==> src/rtl/vga_scan_reader_if.sv <==
// Frame-buffer read and VGA output bundle for vga_scan_reader.
// The master side is the scan reader; the slave side is the RAM/DAC environment.
interface vga_scan_reader_if #(
    parameter int DATA_WIDTH = 3
);
    logic [DATA_WIDTH-1:0] iReadData;
    logic                  iPatternSel;
    logic [24:0]           oReadAddress;
    logic [DATA_WIDTH-1:0] oRGB;
    logic                  oHSync;
    logic                  oVSync;
    logic                  oPixelTick;
    logic                  oFrameStart;

    modport master (
        input  iReadData,
        input  iPatternSel,
        output oReadAddress,
        output oRGB,
        output oHSync,
        output oVSync,
        output oPixelTick,
        output oFrameStart
    );

    modport slave (
        output iReadData,
        output iPatternSel,
        input  oReadAddress,
        input  oRGB,
        input  oHSync,
        input  oVSync,
        input  oPixelTick,
        input  oFrameStart
    );
endinterface

==> src/rtl/vga_scan_reader.sv <==
// VGA scan-out reader: timing generator, frame-buffer address sequencer and 2-stage pixel pipeline.
// Optional colour-bar generator is enabled with the macro VGA_TEST_PATTERN_EN.
module vga_scan_reader #(
    parameter int DATA_WIDTH = 3,
    parameter int CLK_DIV    = 2,
    parameter int H_VISIBLE  = 640,
    parameter int H_FP       = 16,
    parameter int H_SYNC     = 96,
    parameter int H_BP       = 48,
    parameter int V_VISIBLE  = 480,
    parameter int V_FP       = 10,
    parameter int V_SYNC     = 2,
    parameter int V_BP       = 33
) (
    input  logic              Clock,
    input  logic              Reset,
    vga_scan_reader_if.master bus
);
    localparam int H_TOTAL = H_VISIBLE + H_FP + H_SYNC + H_BP;
    localparam int V_TOTAL = V_VISIBLE + V_FP + V_SYNC + V_BP;
    localparam int HW      = $clog2(H_TOTAL);
    localparam int VW      = $clog2(V_TOTAL);
    localparam int DW      = $clog2(CLK_DIV);
    localparam int AW      = 25;

    localparam logic [DW-1:0] DIV_LAST = DW'(CLK_DIV - 1);
    localparam logic [HW-1:0] H_LAST   = HW'(H_TOTAL - 1);
    localparam logic [HW-1:0] H_VIS    = HW'(H_VISIBLE);
    localparam logic [HW-1:0] HS_START = HW'(H_VISIBLE + H_FP);
    localparam logic [HW-1:0] HS_END   = HW'(H_VISIBLE + H_FP + H_SYNC);
    localparam logic [VW-1:0] V_LAST   = VW'(V_TOTAL - 1);
    localparam logic [VW-1:0] V_VIS    = VW'(V_VISIBLE);
    localparam logic [VW-1:0] VS_START = VW'(V_VISIBLE + V_FP);
    localparam logic [VW-1:0] VS_END   = VW'(V_VISIBLE + V_FP + V_SYNC);

    logic [DW-1:0] div;
    logic          tick;
    logic [HW-1:0] h;
    logic [VW-1:0] v;
    logic          h_wrap;
    logic          v_wrap;
    logic          frame_wrap;
    logic          visible;
    logic          hs_act;
    logic          vs_act;
    logic [AW-1:0] pix_cnt;

    logic          vld_p1;
    logic          hs_act_p1;
    logic          vs_act_p1;
    logic [DATA_WIDTH-1:0] pixel_src;

    // Pixel-rate divider; the tick marks the last system clock of each pixel period.
    always_ff @(posedge Clock) begin
        if (Reset) begin
            div <= '0;
        end else if (tick) begin
            div <= '0;
        end else begin
            div <= div + DW'(1);
        end
    end

    assign tick            = (div == DIV_LAST);
    assign h_wrap          = (h == H_LAST);
    assign v_wrap          = (v == V_LAST);
    assign frame_wrap      = tick && h_wrap && v_wrap;
    assign bus.oPixelTick  = tick;
    assign bus.oFrameStart = frame_wrap;

    always_ff @(posedge Clock) begin
        if (Reset) begin
            h <= '0;
            v <= '0;
        end else if (tick) begin
            h <= h_wrap ? '0 : h + HW'(1);
            if (h_wrap) begin
                v <= v_wrap ? '0 : v + VW'(1);
            end
        end
    end

    assign visible = (h < H_VIS) && (v < V_VIS);
    assign hs_act  = (h >= HS_START) && (h < HS_END);
    assign vs_act  = (v >= VS_START) && (v < VS_END);

    // Stage 1: address issue. Visible pixels arrive in raster order, so a running
    // count equals V*H_VISIBLE+H without a multiplier. Syncs are held active-high here.
    always_ff @(posedge Clock) begin
        if (Reset) begin
            pix_cnt          <= '0;
            bus.oReadAddress <= '0;
            vld_p1           <= 1'b0;
            hs_act_p1        <= 1'b0;
            vs_act_p1        <= 1'b0;
        end else if (tick) begin
            if (visible) begin
                bus.oReadAddress <= pix_cnt;
                pix_cnt          <= pix_cnt + AW'(1);
            end else begin
                bus.oReadAddress <= '0;
            end
            if (frame_wrap) begin
                pix_cnt <= '0;
            end
            vld_p1    <= visible;
            hs_act_p1 <= hs_act;
            vs_act_p1 <= vs_act;
        end
    end

`ifdef VGA_TEST_PATTERN_EN
    localparam int BAR_W = H_VISIBLE / 8;
    localparam int BW    = $clog2(BAR_W);
    localparam logic [BW-1:0] BAR_LAST = BW'(BAR_W - 1);

    logic [BW-1:0] bar_px;
    logic [2:0]    bar_idx;
    logic [2:0]    bar_p1;

    // Bar index tracks H/BAR_W incrementally alongside the H counter.
    always_ff @(posedge Clock) begin
        if (Reset) begin
            bar_px  <= '0;
            bar_idx <= '0;
            bar_p1  <= '0;
        end else if (tick) begin
            bar_p1 <= bar_idx;
            if (h_wrap) begin
                bar_px  <= '0;
                bar_idx <= '0;
            end else if (bar_px == BAR_LAST) begin
                bar_px  <= '0;
                bar_idx <= bar_idx + 3'd1;
            end else begin
                bar_px <= bar_px + BW'(1);
            end
        end
    end

    assign pixel_src = bus.iPatternSel ? DATA_WIDTH'(bar_p1) : bus.iReadData;
`else
    logic sel_unused;

    assign sel_unused = bus.iPatternSel;
    assign pixel_src  = bus.iReadData;
`endif

    // Stage 2: capture RAM data (settled since the stage-1 update) and align syncs.
    always_ff @(posedge Clock) begin
        if (Reset) begin
            bus.oRGB   <= '0;
            bus.oHSync <= 1'b1;
            bus.oVSync <= 1'b1;
        end else if (tick) begin
            bus.oRGB   <= vld_p1 ? pixel_src : '0;
            bus.oHSync <= !hs_act_p1;
            bus.oVSync <= !vs_act_p1;
        end
    end
endmodule

==> src/flat_wrapper.sv <==
// flat-port wrapper written by rule: the top's interface ports become plain ports
module vga_scan_reader_flat 
#(
    parameter int DATA_WIDTH = 3,
    parameter int CLK_DIV    = 2,
    parameter int H_VISIBLE  = 640,
    parameter int H_FP       = 16,
    parameter int H_SYNC     = 96,
    parameter int H_BP       = 48,
    parameter int V_VISIBLE  = 480,
    parameter int V_FP       = 10,
    parameter int V_SYNC     = 2,
    parameter int V_BP       = 33
)
  (Clock, Reset, bus_iReadData, bus_iPatternSel, bus_oReadAddress, bus_oRGB, bus_oHSync, bus_oVSync, bus_oPixelTick, bus_oFrameStart);
  vga_scan_reader_if #(.DATA_WIDTH(DATA_WIDTH)) bus_i ();
  input  logic Clock;
  input  logic Reset;
  input wire logic [$bits(bus_i.iReadData)-1:0] bus_iReadData;
  input wire logic [$bits(bus_i.iPatternSel)-1:0] bus_iPatternSel;
  output wire logic [$bits(bus_i.oReadAddress)-1:0] bus_oReadAddress;
  output wire logic [$bits(bus_i.oRGB)-1:0] bus_oRGB;
  output wire logic [$bits(bus_i.oHSync)-1:0] bus_oHSync;
  output wire logic [$bits(bus_i.oVSync)-1:0] bus_oVSync;
  output wire logic [$bits(bus_i.oPixelTick)-1:0] bus_oPixelTick;
  output wire logic [$bits(bus_i.oFrameStart)-1:0] bus_oFrameStart;
  assign bus_i.iReadData = bus_iReadData;
  assign bus_i.iPatternSel = bus_iPatternSel;
  assign bus_oReadAddress = bus_i.oReadAddress;
  assign bus_oRGB = bus_i.oRGB;
  assign bus_oHSync = bus_i.oHSync;
  assign bus_oVSync = bus_i.oVSync;
  assign bus_oPixelTick = bus_i.oPixelTick;
  assign bus_oFrameStart = bus_i.oFrameStart;
  vga_scan_reader #(.DATA_WIDTH(DATA_WIDTH), .CLK_DIV(CLK_DIV), .H_VISIBLE(H_VISIBLE), .H_FP(H_FP), .H_SYNC(H_SYNC), .H_BP(H_BP), .V_VISIBLE(V_VISIBLE), .V_FP(V_FP), .V_SYNC(V_SYNC), .V_BP(V_BP)) u_core (.Clock(Clock), .Reset(Reset), .bus(bus_i));
endmodule
==> config.mk <==
export PLATFORM = sky130hd
export DESIGN_NAME = vga_scan_reader_flat
export DESIGN_NICKNAME = d
export VERILOG_FILES = /design/src/rtl/vga_scan_reader_if.sv /design/src/rtl/vga_scan_reader.sv /design/src/flat_wrapper.sv
export SDC_FILE = /design/constraint.sdc
export NUM_CORES = 1
export LEC_CHECK = 0
export ABC_CLOCK_PERIOD_IN_PS = 2000
export BUFFER_PORTS_ARGS = -buffer_cell sky130_fd_sc_hd__buf_2
export CORE_MARGIN = 5
export CORE_UTILIZATION = 25
export CTS_BUF_LIST = sky130_fd_sc_hd__clkbuf_16
export DETAILED_ROUTE_END_ITERATION = 7
export HOLD_SLACK_MARGIN = 0.06
export SLEW_MARGIN = 20
export SYNTH_ARGS = -nofsm -noshare
export SYNTH_HDL_FRONTEND = slang
export SYNTH_SLANG_ARGS = --single-unit
==> constraint.sdc <==
create_clock -name Clock -period 2 [get_ports Clock]
set_input_delay 0.4 -clock Clock [delete_from_list [all_inputs] [get_ports Clock]]
set_output_delay 0.4 -clock Clock [all_outputs]
set_load 0.05 [all_outputs]
==> results.yml, run 1 <==
status:
  status: "finished with violations"
  failed_checks: "setup timing"
layout:
  final_common_cell: "dfxtp_1"
  final_area_um2: 4410
  final_cells: 588
  layout_common_cells: "76 x dfxtp_1, 35 x buf_2, 29 x nor2_1, 27 x nand2_1, 26 x buf_4"
  nNetsFinal: 416
  final_core_util_pct: 32.1
  syn2layout_area_growth_pct: 27.8
  layout-drive-gt1-share_pct: 30.4
  insertedDiodeCount: 0
route:
  vias_per_cell: 4.73
  routedWlPerCell_um: 13.5
  drc_errors: 0
  dr.pass1.iters: 4
  antenna_left: 0
  drt_iter0_markers: 140
  wl_um: 7960
  dr_total_vias: 2779
logic_synthesis:
  synth_area_leaders: "dfxtp_1 46%, a22o_1 6.1%, xnor2_1 3.6%"
  syn_nets: 357
  syn-cell-area_um2: 3450
  ys_ff_latch: 79
  synthFlopType: "dfxtp_1"
  netlist.area_leader.share_pct: 45.8
  synth_mux_area_share_pct: 0.616
  synthArstFlopShare_pct: 0
  synth_cells: 345
  ys_seq_area_share_pct: 45.8
  synth_fa_ha_area_share_pct: 2.18
  synth_top_family_by_area: "simple AND/OR/NAND/NOR gates"
  synthXorXnorAreaFrac_pct: 6.85
  synth_edf_count: 0
  yosys.area.top_type: "dfxtp_1"
  synth-compound-area-share_pct: 15.8
  yosysWarnings: 0
  postSynthAreaPerCell_um2: 10.0
  yosys.area_share.simple_pct: 24.5
  synth_cell_types: 54
cts:
  clk_path_buf_depth: 2
  cts.sinks: 79
  cts_hold_buf: 0
  htreeDepth: 3
  tritoncts: "done"
  cts_root_buf: "clkbuf_16"
  cts_buffers: 9
  clk_pin_slew_worst_paths_ps: 60
  clk_latency_ps: 330
timing:
  period_needed_ps: 2020
  finalMaxSlewViolations: 0
  timing.clock.skew_ps: 6.70
  setup_viol: 3
  rsz0062_at_grt: "yes"
  timing.final.crit_share_pct: 101
  layout_setup_ws_ps: -15.3
  fmax_mhz: 496
  slew_headroom_pct: 58.5
  hold_viol: 0
  worstMarginPinSlew_ps: 622
  timing.hold.ws_ps: 330
floorplan:
  coreArea_um2: 13700
  die_x_um: 127
  die_h_um: 127
  io_pins: 38
  dieArea_um2: 16300
  rows: 43
  start_util_pct: 25.2
setup_path:
  r2r_start: "u_core.h[0]$_SDFFE_PP0P_"
  critPathMaxStageDelay_ps: 350
  crit_family: "compound AO/OA/AOI/OAI gates"
  slowest_stage: "dfxtp_1"
  crit_end: "u_core.pix_cnt[5]$_SDFFE_PP0P_"
  reg2reg_slack_ps: -20
  startpoint: "u_core.h[0]$_SDFFE_PP0P_"
  critical_path_depth: 9
  path_class: "flop to flop"
  worstPathBufferInverterCount: 3
  worst-endpoint-arrival_ps: 2270
  critPathRequiredTime_ps: 2250
  startpoint_type: "flop"
  crit_fanout: 5
  critical_path.cell_chain: "ha_2, and4b_2, nand4_4, buf_4, o31ai_4, buf_6, buf_16, a21oi_1, a311oi_2"
  reg2regPathDepth: 9
  worstSetupEndpointType: "flop"
  r2r_end: "u_core.pix_cnt[5]$_SDFFE_PP0P_"
global_routing:
  grt_pass1_vias: 2689
  grt_usage_pct: 10.0
  grt_max_degree: 35
  grt_pass1_wl_um: 13100
  antenna_found_initial: 0
  overflow: 0
placed_design:
  dpl.cell_count: 562
  dp_hpwl_um: 5330
  dpl-instance-area_um2: 3930
  portBuffers: 36
  gp_congestion: 0.801
power_and_ir_drop:
  p_leak_nw: 1.68
  power_density_nw_per_um2: 765
  power_mw: 3.37
  peakVddDrop_uv: 356
flow_run:
  drv_cap: 0
min_path:
  hold_path_class: "primary input to flop"
[synth_stat cells, types with 2 or more instances]
| cell type | instances |
|---|---|
| dfxtp_1 | 79 |
| nor2_1 | 31 |
| nand2_1 | 27 |
| a22o_1 | 24 |
| a21oi_1 | 17 |
| xnor2_1 | 14 |
| nor3_1 | 13 |
| xor2_1 | 13 |
| nand3_1 | 11 |
| nand4_1 | 9 |
| inv_1 | 8 |
| and2_1 | 7 |
| a311oi_2 | 6 |
| and3_1 | 6 |
| buf_2 | 6 |
| ha_1 | 6 |
| o21ai_0 | 6 |
| clkbuf_1 | 5 |
| and4_1 | 4 |
| buf_4 | 4 |
| nor4_4 | 4 |
| a31oi_1 | 3 |
| buf_6 | 3 |
| nor4_2 | 3 |
| a211oi_2 | 2 |
| and3_2 | 2 |
| nand2b_1 | 2 |
| nand3_4 | 2 |
| nor2_2 | 2 |
| or3_1 | 2 |
[final cells by class]
| class | instances | area [µm²] |
|---|---|---|
| clock inverters | 6 | 63.8 |
| inverters | 8 | 30.0 |
| repair buffers | 66 | 455 |
| well taps | 180 | 225 |
| clock buffers | 9 | 225 |
| flip-flops and latches | 79 | 1590 |
| multi-input cells | 240 | 1820 |
| fillers | 1438 | 9310 |
[registers in the layout, indices dropped and copies added (netlist names)]
name                     count
u_core.bus.oReadAddress     25
u_core.h                    10
u_core.v                    10
u_core.vld_p1                1
u_core.bus.oRGB              3
u_core.bus.oVSync            1
u_core.vs_act_p1             1
u_core.hs_act_p1             1
u_core.pix_cnt              25
u_core.bus.oPixelTick        1
u_core.bus.oHSync            1
[stage by stage]
step / TNS [ps] / setup slack [ps]
2_1_floorplan: 0 / 15.2
3_3_place_gp: 0 / 53.8
3_5_place_dp: 0 / 37.8
4_1_cts: -27.3 / -27.3
5_1_grt: -612 / -100
6_report: -41.2 / -15.3
[what timing repair did]
| item | in CTS | in global routing |
|---|---|---|
| endpoints found under the setup margin | 1 | 24 |
| buffers inserted | 10 | 2 |
| cloned | 1 | 0 |
| pin swaps | 6 | 8 |
| resized for setup | 13 | 10 |
[worst reg2reg max path, stage by stage, from the launching register on]
cell	delay, ps
dfxtp_1	350
ha_2	200
and4b_2	270
nand4_4	130
buf_4	180
o31ai_4	260
buf_6	150
buf_16	100
a21oi_1	70
a311oi_2	230
[where the power goes]
part           total, mW  switching [mW]  internal [mW]  leakage, nW
combinational      0.178           0.113         0.0650        0.894
clock               1.59           0.638          0.956        0.143
sequential          1.60          0.0150           1.59        0.639
total               3.37           0.766           2.61         1.68
[routing by layer]
layer / global-route usage (%) / wire length [µm]
met1: 12.7 / 3670
met2: 15.9 / 3730
met3: 3.39 / 492
met4: 3.60 / 59
met5: 0 / 0
[how the worst min path moves through the flow]
| stage | cells after the start | start | to |
|---|---|---|---|
| 2_1_floorplan | 2 | u_core.vs_act_p1$_SDFFE_PP0P_ | u_core.vs_act_p1$_SDFFE_PP0P_ |
| 3_3_place_gp | 2 | u_core.bus.oRGB[2]$_SDFFE_PP0P_ | u_core.bus.oRGB[2]$_SDFFE_PP0P_ |
| 3_5_place_dp | 2 | u_core.bus.oRGB[0]$_SDFFE_PP0P_ | u_core.bus.oRGB[0]$_SDFFE_PP0P_ |
| 4_1_cts | 3 | bus_iReadData[0] | u_core.bus.oRGB[0]$_SDFFE_PP0P_ |
| 5_1_grt | 3 | bus_iReadData[0] | u_core.bus.oRGB[0]$_SDFFE_PP0P_ |
| 6_report | 3 | bus_iReadData[0] | u_core.bus.oRGB[0]$_SDFFE_PP0P_ |
[cell families after synthesis]
group,count (synthesis)
multiplexers,2
AO/OA/AOI/OAI,67
adder cells (fa/ha/maj),6
XOR/XNOR,27
AND/OR/NAND/NOR,138
buffers and inverters,26
flip-flops,79
(Power assumes the default switching activity.)
==> inputs of run 2 (changes only) <==
--- a/config.mk
+++ b/config.mk
@@ -12,6 +12,7 @@
 export CTS_BUF_LIST = sky130_fd_sc_hd__clkbuf_16
 export DETAILED_ROUTE_END_ITERATION = 7
 export HOLD_SLACK_MARGIN = 0.06
+export PLACE_DENSITY = 0.38
 export SLEW_MARGIN = 20
 export SYNTH_ARGS = -nofsm -noshare
 export SYNTH_HDL_FRONTEND = slang
==> run 2 against run 1 <==
Against the previous run: the run now ends clean; sequential power barely moved; sequential cell count unchanged; clock skew rose by 0.60 ps; setup slack gained 61 ps; critical endpoint is now u_core.pix_cnt[8]$_SDFFE_PP0P_; largest power group is now clock; maximum frequency rose by 3.1%; register-to-register slack better by 60 ps; worst hold slack improved by 11 ps; core utilization rose by 0.30 points; clock-buffer cell count did not move; wire length is 8.7% higher; combinational power grew 3%; non-clock buffer count rose by 1.
==> results.yml, run 2 (synthesis results as in run 1) <==
floorplan:
  start_util_pct: 25.2
  coreArea_um2: 13700
  rows: 43
  dieArea_um2: 16300
  die_h_um: 127
  die_x_um: 127
  io_pins: 38
timing:
  setup_viol: 0
  timing.clock.skew_ps: 7.30
  timing.hold.ws_ps: 341
  hold_viol: 0
  fmax_mhz: 512
  rsz0062_at_grt: "yes"
  finalMaxSlewViolations: 0
  slew_headroom_pct: 53.1
  worstMarginPinSlew_ps: 702
  period_needed_ps: 1950
  timing.final.crit_share_pct: 97.7
global_routing:
  overflow: 0
  use_met1_pct: 14.6
  grt_pass1_vias: 2638
  met2_usage_pct: 17.2
  globalRouteMet3Util_pct: 2.88
  grt_usage_pct: 10.9
  antenna_found_initial: 0
  grt_max_degree: 35
  grt_busiest_layer: "met2"
  grt_pass1_wl_um: 14100
power_and_ir_drop:
  p_int_mw: 2.74
  power_frac_seq_pct: 45.5
  p_switching_uw: 786
  p_leak_nw: 1.70
  combPwrFrac_pct: 5.2
  peakVddDrop_uv: 428
  power_density_nw_per_um2: 791
  p_clk_share_pct: 49.3
  netSwitchingFraction_pct: 22.3
placed_design:
  portBuffers: 36
  dpl.cell_count: 561
  dpl-instance-area_um2: 3920
  dp_hpwl_um: 5570
  gp_congestion: 0.730
route:
  routedWlPerCell_um: 14.7
  dr_total_vias: 2704
  drt_iter0_markers: 166
  antenna_left: 0
  drc_errors: 0
  vias_per_cell: 4.59
  dr.pass1.iters: 4
  wl_um: 8650
layout:
  layout_common_cells: "74 x dfxtp_1, 35 x buf_2, 28 x nor2_1, 27 x nand2_1, 27 x buf_4"
  reg_top3: "u_core.bus.oReadAddress x25, u_core.pix_cnt x25"
  final_common_cell: "dfxtp_1"
  final_area_um2: 4450
  nNetsFinal: 417
  final_cells: 589
  syn2layout_area_growth_pct: 29.0
  layout-drive-gt1-share_pct: 32.0
  insertedDiodeCount: 0
min_path:
  hold_depth: 3
  hold_path_class: "primary input to flop"
setup_path:
  critPathRequiredTime_ps: 2240
  path_class: "flop to flop"
  worstSetupEndpointType: "flop"
  startpoint_type: "flop"
  worst-endpoint-arrival_ps: 2200
  reg2regPathDepth: 8
  crit_fanout: 11
status:
  status: "completed"
cts:
  htreeDepth: 3
  cts.sinks: 79
  cts_hold_buf: 0
  tritoncts: "done"
  cts_buffers: 9
  clk_pin_slew_worst_paths_ps: 60
  clk_latency_ps: 330
  clk_path_buf_depth: 2
  cts_root_buf: "clkbuf_16"
flow_run:
  drv_cap: 0
-- run 2: cell types whose count changed in the layout (fill, tap and decap cells not counted), moves of 2 or more --
| cell | change |
|---|---|
| a21oi_1 | -3 |
| dfxtp_1 | -2 |
| a21oi_2 | +3 |
| buf_6 | -2 |
| dfxtp_2 | +2 |
| a31oi_1 | +2 |
| a31oi_4 | -2 |
| clkbuf_16 | +2 |
-- run 2: final cells by class --
class	instances	area (µm²)
timing repair buffer	67	483
inverter	8	30.0
clock buffer	9	225
multi-input combinational	240	1810
tap	180	225
clock inverter	6	86.3
sequential	79	1590
fill	1459	9270
-- run 2: power groups by stage --
| stage | registers, mW | clock network [mW] | logic (mW) |
|---|---|---|---|
| 3_5_place_dp | 1.64 | 0 | 0.166 |
| 6_report | 1.60 | 1.74 | 0.183 |
| 2_1_floorplan | 1.65 | 0 | 0.0963 |
| 3_3_place_gp | 1.64 | 0 | 0.164 |
| 4_1_cts | 1.60 | 1.79 | 0.167 |
| 5_1_grt | 1.60 | 1.86 | 0.200 |
-- run 2: through the flow --
stage	util [%]	TNS [ps]	setup WS (ps)	total power, mW
6_report	32.4	0	45.9	3.52
5_1_grt	32.4	-251	-93.5	3.67
4_1_cts	31.6	-33.5	-33.5	3.56
3_5_place_dp	28.6	0	25.6	1.80
3_3_place_gp	28.6	0	25.3	1.80
2_1_floorplan	-	0	15.2	1.74
-- run 2: repair_timing --
action,CTS,global route
setup endpoints to repair,1,35
cloned,0,2
setup buffers,10,1
pin swaps,4,3
resized for setup,10,12
-- run 2: critical path, stage by stage (launching register included) --
cell and delay [ps]:
dfxtp_2 330, ha_2 180, and4b_2 270, nand4_4 120
buf_4 180, o31ai_4 260, buf_12 170, a31oi_1 100
a311oi_2 250
-- run 2: final timing paths --
check                                        from                               to  slack (ps)
hold reg to reg   u_core.bus.oRGB[2]$_SDFFE_PP0P_  u_core.bus.oRGB[2]$_SDFFE_PP0P_         460
setup / recovery         u_core.h[1]$_SDFFE_PP0P_   u_core.pix_cnt[8]$_SDFFE_PP0P_          50
hold / removal                   bus_iReadData[1]  u_core.bus.oRGB[1]$_SDFFE_PP0P_         340
setup reg to reg         u_core.h[1]$_SDFFE_PP0P_   u_core.pix_cnt[8]$_SDFFE_PP0P_          50
-- run 2: per-layer routing --
metal	part of all wire, %	wire length (µm)	up-vias
li1	-	-	1369
met1	50	4280	1290
met2	46	3970	35
met3	3.1	269	10
met4	1.5	128	0
met5	0	0	-
